<file path="src/rtl/rom_stream_reader.sv">
// Streams a programmed run of words from a registered ROM onto a valid/ready port,
// tracking the ROM's one-cycle latency. Optional checksum output: ROM_READER_CHECKSUM_EN.
module rom_stream_reader #(
    parameter int AW = 5,
    parameter int DW = 32
) (
    input  logic          clock,
    input  logic          reset,
    input  logic          start,
    input  logic [AW-1:0] base,
    input  logic [AW:0]   len,
    output logic          busy,
    output logic          done,
    output logic [AW-1:0] rom_addr,
    input  logic [DW-1:0] rom_data,
    output logic          m_valid,
    input  logic          m_ready,
    output logic [DW-1:0] m_data,
    output logic          m_last
`ifdef ROM_READER_CHECKSUM_EN
    ,
    output logic [DW-1:0] csum
`endif
);

    localparam int DEPTH = 4;
    localparam logic [AW:0] MAX_LEN = {1'b1, {AW{1'b0}}};

    typedef enum logic [1:0] {IDLE, RUN, DRAIN} state_t;

    state_t        state_reg, state_next;
    logic [AW-1:0] addr_reg, addr_next;
    logic [AW:0]   remain_reg, remain_next;
    logic          done_reg, done_next;
    logic [1:0]    inflight_reg;
    logic [1:0]    inflight_last_reg;
    logic [DW-1:0] fifo_data_reg [DEPTH];
    logic          fifo_last_reg [DEPTH];
    logic [1:0]    wr_ptr_reg, rd_ptr_reg;
    logic [2:0]    fifo_count_reg;

    logic          issue, issue_last, csum_clr;
    logic          push, pop, credit_ok;
    logic [AW:0]   len_sat;
    logic [3:0]    occupancy;

    assign len_sat  = (len > MAX_LEN) ? MAX_LEN : len;
    assign m_valid  = (fifo_count_reg != 3'd0);
    assign m_data   = fifo_data_reg[rd_ptr_reg];
    assign m_last   = m_valid && fifo_last_reg[rd_ptr_reg];
    assign pop      = m_valid && m_ready;
    // Slot 1 of the tag pipe lines up with the ROM word for that address.
    assign push     = inflight_reg[1];
    assign busy     = (state_reg != IDLE);
    assign done     = done_reg;
    assign rom_addr = addr_reg;

    // Entries held after this cycle's pop plus everything still in flight.
    assign occupancy = {1'b0, fifo_count_reg} - {3'b000, pop}
                     + {3'b000, inflight_reg[0]} + {3'b000, inflight_reg[1]};
    assign credit_ok = (occupancy <= 4'(DEPTH - 1));

    always_comb begin
        state_next  = state_reg;
        addr_next   = addr_reg;
        remain_next = remain_reg;
        done_next   = 1'b0;
        issue       = 1'b0;
        issue_last  = 1'b0;
        csum_clr    = 1'b0;
        case (state_reg)
            IDLE: begin
                if (start) begin
                    csum_clr = 1'b1;
                    if (len_sat == '0) begin
                        done_next = 1'b1;
                    end else begin
                        // The FIFO and tag pipe are empty here, so the first read is always allowed.
                        issue       = 1'b1;
                        issue_last  = (len_sat == (AW+1)'(1));
                        addr_next   = base;
                        remain_next = len_sat - (AW+1)'(1);
                        state_next  = issue_last ? DRAIN : RUN;
                    end
                end
            end
            RUN: begin
                if (credit_ok) begin
                    issue       = 1'b1;
                    issue_last  = (remain_reg == (AW+1)'(1));
                    addr_next   = addr_reg + AW'(1);
                    remain_next = remain_reg - (AW+1)'(1);
                    if (issue_last) state_next = DRAIN;
                end
            end
            DRAIN: begin
                if (pop && m_last) begin
                    state_next = IDLE;
                    done_next  = 1'b1;
                end
            end
            default: state_next = IDLE;
        endcase
    end

    always_ff @(posedge clock or negedge reset) begin
        if (!reset) begin
            state_reg         <= IDLE;
            addr_reg          <= '0;
            remain_reg        <= '0;
            done_reg          <= 1'b0;
            inflight_reg      <= '0;
            inflight_last_reg <= '0;
            wr_ptr_reg        <= '0;
            rd_ptr_reg        <= '0;
            fifo_count_reg    <= '0;
        end else begin
            state_reg         <= state_next;
            addr_reg          <= addr_next;
            remain_reg        <= remain_next;
            done_reg          <= done_next;
            inflight_reg      <= {inflight_reg[0], issue};
            inflight_last_reg <= {inflight_last_reg[0], issue_last};
            wr_ptr_reg        <= wr_ptr_reg + {1'b0, push};
            rd_ptr_reg        <= rd_ptr_reg + {1'b0, pop};
            fifo_count_reg    <= fifo_count_reg + {2'b00, push} - {2'b00, pop};
        end
    end

    genvar gi;
    generate
        for (gi = 0; gi < DEPTH; gi++) begin : g_fifo_entry
            always_ff @(posedge clock or negedge reset) begin
                if (!reset) begin
                    fifo_data_reg[gi] <= '0;
                    fifo_last_reg[gi] <= 1'b0;
                end else if (push && (wr_ptr_reg == 2'(gi))) begin
                    fifo_data_reg[gi] <= rom_data;
                    fifo_last_reg[gi] <= inflight_last_reg[1];
                end
            end
        end
    endgenerate

`ifdef ROM_READER_CHECKSUM_EN
    logic [DW-1:0] csum_reg;

    always_ff @(posedge clock or negedge reset) begin
        if (!reset) begin
            csum_reg <= '0;
        end else if (csum_clr) begin
            csum_reg <= '0;
        end else if (pop) begin
            csum_reg <= csum_reg ^ m_data;
        end
    end

    assign csum = csum_reg;
`endif

endmodule

</file>
<file path="config.mk">
export PLATFORM = sky130hd
export DESIGN_NAME = rom_stream_reader
export DESIGN_NICKNAME = d
export VERILOG_FILES = /design/src/rtl/rom_stream_reader.sv
export SDC_FILE = /design/constraint.sdc
export NUM_CORES = 1
export LEC_CHECK = 0
export ABC_AREA = 1
export CAP_MARGIN = 0
export CORE_ASPECT_RATIO = 0.8
export CORE_UTILIZATION = 56
export DETAILED_ROUTE_END_ITERATION = 10
export PLACE_DENSITY = 0.91
export SETUP_SLACK_MARGIN = 0.2
export SYNTH_ARGS = -nofsm -noshare
export SYNTH_HDL_FRONTEND = slang
export SYNTH_SLANG_ARGS = --single-unit
</file>
<file path="constraint.sdc">
create_clock -name clock -period 2.7 [get_ports clock]
set_input_delay 0.54 -clock clock [delete_from_list [all_inputs] [get_ports clock]]
set_output_delay 0.54 -clock clock [all_outputs]
set_load 0.02 [all_outputs]
</file>
**Word level (Yosys, flattened, before mapping)**

Cells that the tools add are included.

- Flip-flop bits (word level): 157
- Input bits: 47
- Output and inout port bits: 41
- Word-level logic and storage cells: 92

- Add/sub/neg operators: 10
- Magnitude comparators: 3
- Eq/ne operators: 12
- Mux-type cells: 34
- Bitwise operators: 1
- Reductions and logical operators: 15

Operators by type and width:

| operator | count |
|---|---|
| $bmux 32 s2 | 1 |
| $mux 32 | 2 |
| $mux 6 | 4 |
| $mux 5 | 3 |
| $eq 6x1->1 const B | 2 |
| $mux 2 | 6 |
| $pmux 6 s2 | 1 |
| $sub 6x1->6 const B | 2 |
| $mux 1 | 11 |
| $ne 2x2->1 const B | 5 |
| $pmux 5 s2 | 1 |
| $add 4x1->4 | 2 |
| $logic_and 1x1->1 | 7 |
| $eq 2x2->1 const B | 3 |
| $gt 6x6->1 const B | 1 |
| $logic_not 6->1 | 1 |
| $pmux 1 s2 | 3 |
| $pmux 2 s3 | 1 |
| $add 5x1->5 const B | 1 |
| $reduce_and 5->1 | 1 |
| $add 2x1->2 | 2 |
| $eq 2x1->1 const B | 2 |
| $le 4x2->1 const B | 1 |
| $logic_not 2->1 | 2 |
| other kinds (9) | 10 |

**Longest topological paths before layout**

- Depth after elaboration: 8
- Mapped depth: 16

**Worst setup path after synthesis**

No wires, ideal clock.

- Path kind: input-to-reg
- Start point: input m_ready
- End point: register addr_reg[1], in the netlist rom_addr[1]
- Setup time: 0.119 ns
- Arrival: 2.222 ns
- Setup slack: 0.359 ns
- Stages on the path: 14
- Cells stage by stage: inv_1 nor2_1 inv_1 or2_2 nand2_1 ha_1 nand2_1 nand2_1 nand2_1 nand3_1 nand4_1 nand2_2 buf_6 o21a_1

- Cells in the longest elaborated chain, start to end: 7

RTL lines:

| item | line | source |
|---|---|---|
| start: declaration | 17 | `input logic m_ready,` |
| $logic_and 1x1->1 | 51 | `assign pop = m_valid && m_ready;` |
| $sub 3x1->4 | 59 | `assign occupancy = {1'b0, fifo_count_reg} - {3'b000, pop}` |
| $add 4x1->4 (2 in series) | 60 | `+ {3'b000, inflight_reg[0]} + {3'b000, inflight_reg[1]};` |
| $le 4x2->1 | 61 | `assign credit_ok = (occupancy <= 4'(DEPTH - 1));` |
| $ne 2x2->1 (no source line) | -- |  |
| $reduce_and 4->1 (no source line) | -- |  |
| end signal: assignment | 119 | `addr_reg <= addr_next;` |
| end: declaration | 32 | `logic [AW-1:0] addr_reg, addr_next;` |

Every way passes these cells.
A chain may end at the register's enable or synchronous reset.

**Worst setup path after layout**

- Start point: register rd_ptr_reg[0]
- End point: output m_data[29]

- Cells in the longest elaborated chain, start to end: 4

RTL lines:

| item | line | source |
|---|---|---|
| start: declaration | 39 | `logic [1:0] wr_ptr_reg, rd_ptr_reg;` |
| start signal: assignment | 125 | `rd_ptr_reg <= rd_ptr_reg + {1'b0, pop};` |
| $not 2->3 (implied by the code) | 49 | `assign m_data = fifo_data_reg[rd_ptr_reg];` |
| $bmux 32 s2 | 49 |  |
| $mux 32 (implied by the code) (2 in series) | 49 |  |
| end: declaration | 18 | `output logic [DW-1:0] m_data,` |

Every way passes these cells. The select of a mux whose other input is x is not followed.

==> flow_summary.json <==
{
  "final_nets": 999,
  "grt_max_degree": 69,
  "antenna_cells": 0,
  "p_leak_nw": 4.35,
  "dr.pass1.iters": 5,
  "fin_skew_ps": 6.53,
  "fmax_ghz": 0.413,
  "postRouteWirelength_um": 17700,
  "cp-endpoint": "m_data[29]",
  "cp.depth": 4,
  "dieArea_mm2": 0.0134,
  "cp.arrival_ps": 1880,
  "hpwl_um": 10200,
  "cts_tree": "done",
  "routedWlPerCell_um": 15.7,
  "slew_viol_final": 0,
  "critPathSlowestCell": "dfrtp_2",
  "gp_congestion": 0.838,
  "ir_drop_mv": 0.647,
  "ys_warn_count": 0,
  "async_reset_ff_share_pct": 100,
  "synth_area_leaders": "dfrtp_1 (54%), o21ai_0 (14%), nand2_1 (9.1%), nor2_1 (4.5%), inv_1 (3.6%)",
  "hold_viol": 0,
  "rsz0062_at_grt": "yes",
  "rr_endpoint": "rom_addr[0]",
  "setup_violations": 0,
  "cts_htree_levels": 4,
  "mostFrequentLayoutCell": "o21ai_0",
  "crit_path_max_incr_delay_ps": 440,
  "synth_seq_cells": 157,
  "synth_edf_count": 0,
  "grt-ovfl-total": 0,
  "post-route-util_pct": 73.1,
  "maxCapViolations": 0,
  "clock_path_buffers": 2,
  "avgSynthCellArea_um2": 8.44,
  "initial_utilization_pct": 58.4,
  "multi_input_area_mm2": 0.00286,
  "crit_family": "buffers and inverters",
  "largest_reg_flops": 128,
  "end_kind": "output pin",
  "yosys.area.top_type_share_pct": 54.3,
  "cts.hold.buffers_added": 0,
  "crit_type": "register to output pin",
  "io_pins": 88,
  "antenna_found_initial": 0,
  "path_clk_slew_ps": 60,
  "r2r_slack_ps": 290,
  "cp-startpoint": "rd_ptr_reg[0]",
  "cp_max_fo": 34,
  "r2r_start": "fifo_count_reg[1]",
  "cts_sinks": 157,
  "cts_inserted_buffers": 17,
  "worst_hold_path_type": "primary input to async pin",
  "final_cell_mix": "o21ai_0 (205), nand2_1 (173), dfrtp_1 (155)",
  "portBuffers": 87,
  "synthesis.area_mm2": 0.00724,
  "drc_errors": 0,
  "ys_types": 33,
  "synth_top_cell_by_area": "dfrtp_1",
  "avgViaCountPerCell": 5.63,
  "cp.buffers_inverters": 2,
  "worst_pin_slew_ps": 638,
  "synth-main-ff-cell": "dfrtp_1",
  "ys_seq_area_share_pct": 54.3,
  "min_period_over_period_pct": 89.6,
  "die_y_um": 104,
  "core.rowCount": 36,
  "finalNonFillerCells": 1124,
  "rr_worst_depth": 16,
  "first_global_vias": 6043,
  "cp_cell_sequence": "bufbuf_16 -> nor2_1 -> o22ai_1 -> clkdlybuf4s15_1",
  "grt_pass1_wl_um": 29000,
  "drive_above_1_share_pct": 9.34,
  "detail-route-antenna-nets": 0,
  "fillers": 891,
  "seqCellArea_mm2": 0.00393,
  "core_area_mm2": 0.0124,
  "grtUsageTotal_pct": 27.8,
  "area_delta_synth_final_pct": 25.1,
  "placedCellCount": 1084,
  "critPathLaunchType": "register",
  "clockRootBuffer": "clkbuf_16",
  "clk_latency_ps": 420,
  "vias": 6329,
  "slew_headroom_pct": 57.4,
  "status": "complete, no violations",
  "fp.dieW_um": 129,
  "power_density_mw_per_mm2": 1410,
  "initialDrtViolationCount": 565,
  "crit_required_ps": 2160,
  "synthCells": 858,
  "syn_nets": 917,
  "post-route-min-period_ps": 2420
}
logic make-up (layout without fill, tap and decap cells):
logic type | count (synthesis) | count (layout) | share of synthesized area, %
compound gates | 258 | 258 | 18.8
xor+xnor | 9 | 9 | 1.09
fa+ha+maj | 12 | 12 | 2.18
buf+inv | 123 | 217 | 6.93
flops | 157 | 157 | 54.3
simple gates | 299 | 300 | 16.8
worst reg2reg max path, delay by kind of cell (launching register included):
family / cells / cell delay (ps)
buffers and inverters: 3 / 330
AND/OR/NAND/NOR: 11 / 1220
flip-flops: 1 / 450
AO/OA/AOI/OAI: 1 / 60
adder cells (fa/ha/maj): 1 / 220
synthesized netlist by cell type, types with 3 or more instances:
| library cell | number |
|---|---|
| o21ai_0 | 205 |
| nand2_1 | 176 |
| dfrtp_1 | 157 |
| nor2_1 | 86 |
| inv_1 | 70 |
| o22ai_1 | 32 |
| clkbuf_1 | 28 |
| buf_2 | 20 |
| nand3_1 | 20 |
| ha_1 | 11 |
| a21oi_1 | 8 |
| xor2_1 | 7 |
| o21ai_1 | 6 |
| nand4_1 | 4 |
| nand2_2 | 3 |
worst min path at each step:
stage | cells after the start | endpoint | slack, ps
floorplan | 0 | done | 240
global route | 1 | fifo_data_reg[16] | 150
global placement | 0 | inflight_last_reg[1] | 340
finish | 1 | fifo_data_reg[16] | 110
CTS | 1 | fifo_data_reg[16] | 140
detailed placement | 0 | inflight_last_reg[1] | 340
what timing repair did:
item                                    in CTS  in global routing
buffers inserted                             0                  6
gates resized for setup                     35                 18
gates cloned                                 1                  1
pin swaps                                    0                  4
endpoints found under the hold margin        0                  0
endpoints found under the setup margin      33                 24
area by class of cell:
cell class	count	area share, %
repair buffers	114	12.4
clock inverters	14	2.36
well taps	171	2.36
flip-flops and latches	157	43.4
clock buffers	18	4.85
inverters	71	3.00
multi-input cells	579	31.6
per-stage QoR:
stage	hold WS (ps)	setup TNS, ps	cell area (um^2)	setup slack [ps]	power, mW
after global routing	148	0	9060	139	13.7
after global placement	336	-421	8320	-78.2	9.83
final	106	0	9060	280	12.8
after detailed placement	336	-805	8320	-131	10.1
after CTS	142	0	8970	180	12.6
after floorplan	244	0	7240	359	7.88
metal layers:
layer / track usage, % / vias to the layer above / routed length [um]
li1: - / 2990 / -
met1: 38.1 / 3027 / 7500
met2: 43.9 / 288 / 8570
met3: 6.61 / 24 / 1380
met4: 8.32 / 0 / 216
met5: 0 / - / 0
where the power goes:
part	switching, mW	total, mW	internal, mW
Clock	0.975	2.64	1.67
Combinational	3.64	5.93	2.29
Sequential	0.707	4.22	3.51
(Power assumes the default switching activity.)
